<file path="config.mk">
export PLATFORM = sky130hd
export DESIGN_NAME = q5_my_serial_left_shifter_flat
export DESIGN_NICKNAME = d
export VERILOG_FILES = /design/src/rtl/q5_my_serial_left_shifter_if.sv /design/src/rtl/q5_my_serial_left_shifter.sv /design/src/flat_wrapper.sv
export SDC_FILE = /design/constraint.sdc
export NUM_CORES = 1
export LEC_CHECK = 0
export CAP_MARGIN = 20
export CORE_UTILIZATION = 47
export CTS_CLUSTER_SIZE = 20
export DETAILED_ROUTE_END_ITERATION = 8
export PLACE_DENSITY = 0.83
export SYNTH_ARGS = -nofsm -noshare
export SYNTH_HDL_FRONTEND = slang
export SYNTH_SLANG_ARGS = --single-unit
</file>
<file path="constraint.sdc">
create_clock -name clk -period 2.4 [get_ports clk]
set_clock_uncertainty 0.2 [all_clocks]
set_input_delay 0.24 -clock clk [delete_from_list [all_inputs] [get_ports clk]]
set_output_delay 0.24 -clock clk [all_outputs]
set_load 0.01 [all_outputs]
</file>
<file path="src/rtl/q5_my_serial_left_shifter_if.sv">
// Request/result bundle for the serial left shifter: start/din/amt in, status and result out.
interface q5_my_serial_left_shifter_if #(
  parameter int WIDTH = 4
);
  logic             start;
  logic [WIDTH-1:0] din;
  logic [WIDTH-1:0] amt;
  logic             ready;
  logic             busy;
  logic             done;
  logic [WIDTH-1:0] dout;
  logic             err;

  modport master (
    output start, din, amt,
    input  ready, busy, done, dout, err
  );

  modport slave (
    input  start, din, amt,
    output ready, busy, done, dout, err
  );
endinterface

</file>
<file path="src/rtl/q5_my_serial_left_shifter.sv">
// Serial left shifter: accepts din and a one-hot amount, shifts one bit per clock,
// then presents din << k with a one-cycle done pulse (err if amt was not one-hot).
module q5_my_serial_left_shifter #(
  parameter int WIDTH = 4
) (
  input logic                        clk,
  input logic                        rst_n,
  q5_my_serial_left_shifter_if.slave bus
);
  localparam int CW = (WIDTH > 1) ? $clog2(WIDTH) : 1;

  typedef enum logic [1:0] {IDLE, SHIFT, DONE} state_t;

  state_t           state, state_next;
  logic [WIDTH-1:0] sh;
  logic [CW-1:0]    cnt;
  logic [WIDTH-1:0] dout_q;
  logic             err_q;
  logic [CW-1:0]    idx;
  logic             one_hot;

  // Zero and multi-bit amounts are both rejected.
  assign one_hot = (bus.amt != '0) && ((bus.amt & (bus.amt - WIDTH'(1))) == '0);

  always_comb begin
    idx = '0;
    for (int i = 0; i < WIDTH; i++) begin
      if (bus.amt[i]) idx = CW'(i);
    end
  end

  // NOTE: every always_comb output gets a default first so no path can infer a latch.
  always_comb begin
    state_next = state;
    unique case (state)
      IDLE:    if (bus.start) state_next = one_hot ? SHIFT : DONE;
      SHIFT:   if (cnt == '0) state_next = DONE;
      DONE:    state_next = IDLE;
      default: state_next = IDLE;
    endcase
  end

  // NOTE: sequential state uses non-blocking assignments so all registers update together.
  always_ff @(posedge clk) begin
    if (!rst_n) state <= IDLE;
    else        state <= state_next;
  end

  always_ff @(posedge clk) begin
    if (!rst_n) begin
      sh     <= '0;
      cnt    <= '0;
      dout_q <= '0;
      err_q  <= 1'b0;
    end else begin
      unique case (state)
        IDLE: begin
          if (bus.start) begin
            if (one_hot) begin
              sh  <= bus.din;
              cnt <= idx;
            end else begin
              dout_q <= '0;
              err_q  <= 1'b1;
            end
          end
        end
        SHIFT: begin
          if (cnt == '0) begin
            dout_q <= sh;
            err_q  <= 1'b0;
          end else begin
            sh  <= {sh[WIDTH-2:0], 1'b0};
            cnt <= cnt - CW'(1);
          end
        end
        default: ;
      endcase
    end
  end

  assign bus.ready = (state == IDLE);
  assign bus.busy  = (state == SHIFT);
  assign bus.done  = (state == DONE);
  assign bus.dout  = dout_q;
  assign bus.err   = err_q;
endmodule

</file>
<file path="src/flat_wrapper.sv">
// flat-port wrapper written by rule: the top's interface ports become plain ports
module q5_my_serial_left_shifter_flat 
#(
  parameter int WIDTH = 4
)
  (clk, rst_n, bus_start, bus_din, bus_amt, bus_ready, bus_busy, bus_done, bus_dout, bus_err);
  q5_my_serial_left_shifter_if #(.WIDTH(WIDTH)) bus_i ();
  input logic clk;
  input logic rst_n;
  input wire logic [$bits(bus_i.start)-1:0] bus_start;
  input wire logic [$bits(bus_i.din)-1:0] bus_din;
  input wire logic [$bits(bus_i.amt)-1:0] bus_amt;
  output wire logic [$bits(bus_i.ready)-1:0] bus_ready;
  output wire logic [$bits(bus_i.busy)-1:0] bus_busy;
  output wire logic [$bits(bus_i.done)-1:0] bus_done;
  output wire logic [$bits(bus_i.dout)-1:0] bus_dout;
  output wire logic [$bits(bus_i.err)-1:0] bus_err;
  assign bus_i.start = bus_start;
  assign bus_i.din = bus_din;
  assign bus_i.amt = bus_amt;
  assign bus_ready = bus_i.ready;
  assign bus_busy = bus_i.busy;
  assign bus_done = bus_i.done;
  assign bus_dout = bus_i.dout;
  assign bus_err = bus_i.err;
  q5_my_serial_left_shifter #(.WIDTH(WIDTH)) u_core (.clk(clk), .rst_n(rst_n), .bus(bus_i));
endmodule
</file>
==> results of run 1 <==
[tightest hold or removal path: stages, from the launching register on]
cell                      delay (ns)
sky130_fd_sc_hd__dfxtp_1        0.31
sky130_fd_sc_hd__nand2_1        0.05
sky130_fd_sc_hd__mux2i_1        0.06
[logic make-up (layout without fill, tap and decap cells)]
kind of cell             after synthesis  in the layout  synth area share
adder cells (fa/ha/maj)                1              1            0.0165
AND/OR/NAND/NOR                       24             24             0.193
AO/OA/AOI/OAI                         24             24             0.269
XOR/XNOR                               3              3            0.0347
flip-flops                            13             13             0.344
buffers and inverters                  7             26            0.0446
multiplexers                           7              7            0.0975
[worst max-delay path by stage]
stage,slack [ns],start,cells past startpoint,to
2_1_floorplan,0.72,u_core.state[0],5,u_core.cnt[0]
6_report,0.23,u_core.state[1],3,bus_busy
5_1_grt,0.10,u_core.state[1],3,bus_busy
3_3_place_gp,0.20,bus_amt[1],5,u_core.sh[0]
4_1_cts,0.23,u_core.state[1],3,bus_busy
3_5_place_dp,0.17,bus_amt[3],5,u_core.sh[0]
[area by class of cell]
class,instances,area (um2),area share
Clock buffer,4,26.3,0.0271
Inverter,3,11.3,0.0116
Multi-Input combinational cell,59,463,0.478
Sequential cell,13,260,0.269
Tap cell,16,20.0,0.0207
Timing Repair Buffer,19,188,0.194
[sequential cells by signal, indices dropped and copies added (netlist names)]
signal / cells
u_core.cnt: 2
u_core.state: 2
u_core.sh: 4
u_core.bus.dout: 4
u_core.bus.err: 1
[Yosys cell counts (all sizes together)]
master | count | area share
a22oi | 4 | 0.040
buf | 2 | 0.020
xnor2 | 3 | 0.035
and3b | 1 | 0.012
nor2b | 1 | 0.0083
or2b | 2 | 0.020
mux2 | 3 | 0.045
o21a | 1 | 0.0099
nand2 | 8 | 0.040
a31o | 1 | 0.012
o21ai | 4 | 0.026
or4b | 2 | 0.031
a211o | 1 | 0.012
and2 | 1 | 0.0083
dfxtp | 13 | 0.34
o41a | 1 | 0.015
or4 | 1 | 0.0099
a21oi | 1 | 0.021
inv | 3 | 0.015
and2b | 1 | 0.0099
o311ai | 1 | 0.035
a21boi | 5 | 0.050
ha | 1 | 0.017
clkbuf | 2 | 0.0099
o31ai | 1 | 0.0099
nor2 | 5 | 0.025
mux2i | 4 | 0.053
o211ai | 4 | 0.040
and4 | 1 | 0.012
nand2b | 1 | 0.018
[routing by layer]
| layer | track usage | part of all wire |
|---|---|---|
| met2 | 0.303 | 0.47 |
| met3 | 0.0647 | 0.040 |
| met1 | 0.224 | 0.48 |
| met4 | 0.0813 | 0.011 |
| met5 | 0 | 0 |
[power by group through the flow]
| stage | clock (W) | combinational [W] | sequential [W] |
|---|---|---|---|
| after detailed placement | 0 | 0.0000947 | 0.000239 |
| after floorplan | 0 | 0.0000587 | 0.000235 |
| after global routing | 0.000149 | 0.000103 | 0.000236 |
| after global placement | 0 | 0.0000928 | 0.000239 |
| after CTS | 0.000141 | 0.0000954 | 0.000234 |
| final | 0.000138 | 0.0000946 | 0.000234 |
[stage by stage]
step	setup WS, ns	std cells
3_3_place_gp	0.202	110
5_1_grt	0.103	114
4_1_cts	0.229	114
2_1_floorplan	0.718	79
3_5_place_dp	0.165	110
6_report	0.227	114
==> results.sh, run 1 <==
export IMPL_status="complete, no violations"
export IMPL_relSlewSlack=0.660
export IMPL_fin_crit_sh=0.905
export IMPL_grt_first_pass_wirelength_um=2500
export IMPL_finalMaxSlewViolations=0
export IMPL_worst_hold_path_endpoint="u_core.cnt[1]"
export IMPL_critical_path_required_ns=1.96
export IMPL_r2r_start="u_core.state[1]"
export IMPL_max_vdd_ir_drop_mv=0.426
export IMPL_synthesis_yosys_warnings=0
export IMPL_cts_hold_buffers=0
export IMPL_cts_max_path_buffers=2
export IMPL_tritoncts_num_sinks=13
export IMPL_hold_path_class="reg2reg"
export IMPL_internal_power_w=0.000342
export IMPL_coreArea_um2=1510
export IMPL_fp_dieArea_um2=1770
export IMPL_rrSetupSlack_ns=0.66
export IMPL_switching_power_w=0.000124
export IMPL_finalWorstPathRequiredPeriod_ns=2.17
export IMPL_grt_setup_unrepaired="false"
export IMPL_vias_in_the_first_global_route=605
export IMPL_drv_cap=0
export IMPL_cp_data_arrival_time_ns=1.73
export IMPL_cts_repair_resized=0
export IMPL_worst_setup_hold_path_clk_slew_ns=0.08
export IMPL_layout_commonest_cell="sky130_fd_sc_hd__clkdlybuf4s50_1"
export IMPL_cpPeakStageDelay_ns=0.61
export IMPL_grt_max_degree=19
export IMPL_groute_usage_overall=0.187
export IMPL_fin_total_pwr_w=0.000467
export IMPL_r2r_end="u_core.sh[2]"
export IMPL_dieHeight_um=42.1
export IMPL_most_common_layout_cells="18 x sky130_fd_sc_hd__clkdlybuf4s50_1, 13 x sky130_fd_sc_hd__dfxtp_1, 8 x sky130_fd_sc_hd__nand2_1"
export IMPL_ff2ff_path_depth=4
export IMPL_dpl_wire_length_um=1080
export IMPL_detailroute_via_count=628
export IMPL_pwr_share_clk=0.295
export IMPL_globalplace_congestion=0.749
export IMPL_setup_tns_ns=0
export IMPL_detailedRoute_firstIterationViolations=17
export IMPL_netlist_area_pre_place_um2=757
export IMPL_clock_tree_root_cell="sky130_fd_sc_hd__clkbuf_4"
export IMPL_routed_wirelength_um=1430
export IMPL_cts_buffers=3
export IMPL_sw_frac_of_total=0.267
export IMPL_gr_total_overflow=0
export IMPL_sequentialPowerShare=0.502
export IMPL_ys_ff_latch=13
export IMPL_length_of_the_first_detailed_routing_pass_in_iterations=3
export IMPL_cp_max_fo=15
export IMPL_cell_pwr_density_nw_per_um2=482
export IMPL_synthCells=79
export IMPL_synth_yosys_seq_area_share=0.344
export IMPL_hold_path_cell_count=2
export IMPL_clk_latency_ns=0.29
export IMPL_cp_cell_sequence="or2b_1 > inv_1 > clkdlybuf4s50_1"
export IMPL_finalHoldViolCount=0
export IMPL_setup_violations_final=0
export IMPL_postPlaceCellArea_um2=942
export IMPL_floorplan_initialDensity=0.502
export IMPL_cellLeakagePower_nw=0.367
export IMPL_synth_cell_type_count=33
export IMPL_ant_nets=0
export IMPL_core_rowCount=14
export IMPL_fin_hold_ws_ns=0.265
export IMPL_final_nets=111
export IMPL_detailed_route_vias_per_instance=5.51
export IMPL_setup_worst_path_start_class="register"
export IMPL_grt_antenna_before_repair=0
export IMPL_n_antenna_cell=0
export IMPL_finalInstanceArea_um2=968
export IMPL_postSynthNetCount=91
export IMPL_drc_errors=0
export IMPL_detail_route_wl_per_cell_um=12.5
export IMPL_critical_path_n_buffers_inverters=2
export IMPL_syn_area_per_cell_um2=9.58
export IMPL_ios=19
export IMPL_fmax_mhz=460
export IMPL_htreeDepth=1
export IMPL_hold_path_startpoint="u_core.cnt[1]"
export IMPL_tritoncts_clock_tree="yes"
export IMPL_io_buffer_count=18
export IMPL_critical_path_class="reg2out"
export IMPL_portion_of_total_power_attributed_to_combinational_logic=0.203
export IMPL_path_delay_family="flip-flops"
export IMPL_critical_path_slowest_cell="sky130_fd_sc_hd__dfxtp_1"
export IMPL_critical_path_sink_type="output pin"
export IMPL_post_cts_setup_buffer_count=0
export IMPL_drive_above_1_share=0.112
export IMPL_area_delta_synth_final_pct=27.9
export IMPL_worstMarginPinSlew_ns=0.509
export IMPL_die_x_um=42.1
export IMPL_core_occupancy_in_the_finished_layout=0.643
export IMPL_num_fill_cells=125
No activity file was read; power rests on OpenSTA's default activity.
==> run 2, diff against run 1 <==
CORE_UTILIZATION = 50   (was 47)
DONT_BUFFER_PORTS = 1   (was default)
PLACE_DENSITY = 0.71   (was 0.83)
==> run 2 against run 1 <==
First-iteration DRC count shrank 35%. Critical path type is now reg2reg. Combinational power shrank 28%. Routed wire length shrank 5.7%. Sequential power is essentially flat. Register-to-register slack is essentially flat. Largest cell class unchanged. Clock power is essentially flat. Clock-buffer cell count is the same.
==> results.sh, run 2 (synthesis results as in run 1) <==
export IMPL_max_vdd_ir_drop_mv=0.396
export IMPL_detailroute_via_count=585
export IMPL_critical_path_class="reg2reg"
export IMPL_num_fill_cells=123
export IMPL_critical_path_required_ns=2.42
export IMPL_status="complete, no violations"
export IMPL_ant_nets=0
export IMPL_fin_total_pwr_w=0.000435
export IMPL_detail_route_wl_per_cell_um=14.0
export IMPL_grt_setup_unrepaired="false"
export IMPL_cp_max_fo=9
export IMPL_grt_antenna_before_repair=0
export IMPL_layout_commonest_cell="sky130_fd_sc_hd__dfxtp_1"
export IMPL_cellLeakagePower_nw=0.305
export IMPL_fin_crit_sh=0.723
export IMPL_tritoncts_clock_tree="yes"
export IMPL_area_delta_synth_final_pct=5.29
export IMPL_htreeDepth=1
export IMPL_tritoncts_num_sinks=13
export IMPL_finalInstanceArea_um2=797
export IMPL_critical_path_slowest_cell="sky130_fd_sc_hd__or4_1"
export IMPL_final_nets=94
export IMPL_groute_usage_overall=0.199
export IMPL_grt_max_degree=18
export IMPL_cell_pwr_density_nw_per_um2=546
export IMPL_io_buffer_count=0
export IMPL_fmax_mhz=576
export IMPL_rrSetupSlack_ns=0.66
export IMPL_dpl_wire_length_um=936
export IMPL_dieHeight_um=40.9
export IMPL_length_of_the_first_detailed_routing_pass_in_iterations=4
export IMPL_most_common_layout_cells="13 x sky130_fd_sc_hd__dfxtp_1, 8 x sky130_fd_sc_hd__nand2_1, 5 x sky130_fd_sc_hd__nor2_1"
export IMPL_cp_startpoint="u_core.state[0]"
export IMPL_core_rowCount=13
export IMPL_finalHoldViolCount=0
export IMPL_detailed_route_vias_per_instance=6.09
export IMPL_finalWorstPathRequiredPeriod_ns=1.74
export IMPL_setup_violations_final=0
export IMPL_routed_wirelength_um=1350
export IMPL_ios=19
export IMPL_fp_dieArea_um2=1670
export IMPL_drive_above_1_share=0.136
export IMPL_setup_worst_path_start_class="register"
export IMPL_cpPeakStageDelay_ns=0.50
export IMPL_floorplan_initialDensity=0.561
export IMPL_worstMarginPinSlew_ns=0.501
export IMPL_clk_latency_ns=0.28
export IMPL_hold_path_class="in2reg"
export IMPL_globalplace_congestion=0.751
export IMPL_n_antenna_cell=0
export IMPL_vias_in_the_first_global_route=471
export IMPL_cts_repair_resized=0
export IMPL_cts_max_path_buffers=2
export IMPL_die_x_um=40.9
export IMPL_coreArea_um2=1350
export IMPL_setup_tns_ns=0
export IMPL_r2r_start="u_core.state[0]"
export IMPL_clock_tree_root_cell="sky130_fd_sc_hd__clkbuf_4"
export IMPL_critical_path_sink_type="register"
export IMPL_hold_path_startpoint="bus_din[0]"
export IMPL_grt_first_pass_wirelength_um=2140
export IMPL_drc_errors=0
export IMPL_postPlaceCellArea_um2=761
export IMPL_numPlacedInstances=91
export IMPL_finalMaxSlewViolations=0
export IMPL_finalNonFillerCells=96
export IMPL_cp_cell_sequence="nand2b_4 > or4_1 > a211o_1 > a21boi_1"
export IMPL_detailedRoute_firstIterationViolations=11
export IMPL_cts_buffers=3
export IMPL_core_occupancy_in_the_finished_layout=0.590
export IMPL_path_delay_family="simple AND/OR/NAND/NOR gates"
export IMPL_critical_path_n_buffers_inverters=0
export IMPL_cp_data_arrival_time_ns=1.76
export IMPL_gr_total_overflow=0
export IMPL_cts_hold_buffers=1
export IMPL_worst_setup_hold_path_clk_slew_ns=0.08
export IMPL_relSlewSlack=0.665
export IMPL_post_cts_setup_buffer_count=0
export IMPL_drv_cap=0
## run 2: changes by cell type in the layout (fill, tap and decap cells not counted), sizes merged
cell	delta
clkdlybuf4s50	-18
dlygate4sd3	+1
## run 2: where the power goes
part	internal (W)	total, W	leakage [nW]	switching [W]
clock network	0.0000646	0.000136	0.0150	0.0000716
logic	0.0000319	0.0000682	0.184	0.0000363
registers	0.000224	0.000231	0.106	0.00000666
## run 2: worst paths after layout
check	endpoint	depth (start not counted)
setup / recovery	u_core.cnt[0]	4
setup reg to reg	u_core.cnt[0]	4
hold / removal	u_core.sh[0]	2
hold reg to reg	u_core.cnt[1]	2
## run 2: layout make-up
class	instances	area, um2	share of cell area
clock buffer	4	26.3	0.0330
timing repair buffer	2	17.5	0.0220
inverter	3	11.3	0.0141
tap	15	18.8	0.0235
sequential	13	260	0.327
multi-input combinational	59	463	0.581
## run 2: through the flow
stage / setup WS [ns] / hold slack [ns]
finish: 0.665 / 0.0211
global route: 0.574 / 0.0432
CTS: 0.661 / 0.0164
detailed placement: 0.681 / 0.168
global placement: 0.685 / 0.164
floorplan: 0.718 / 0.238
## run 2: routing by layer
metal	up-vias	GRT usage	wire [um]
met1	267	0.264	689
li1	292	-	-
met5	-	0	0
met4	0	0.0750	19
met2	22	0.266	525
met3	4	0.103	110
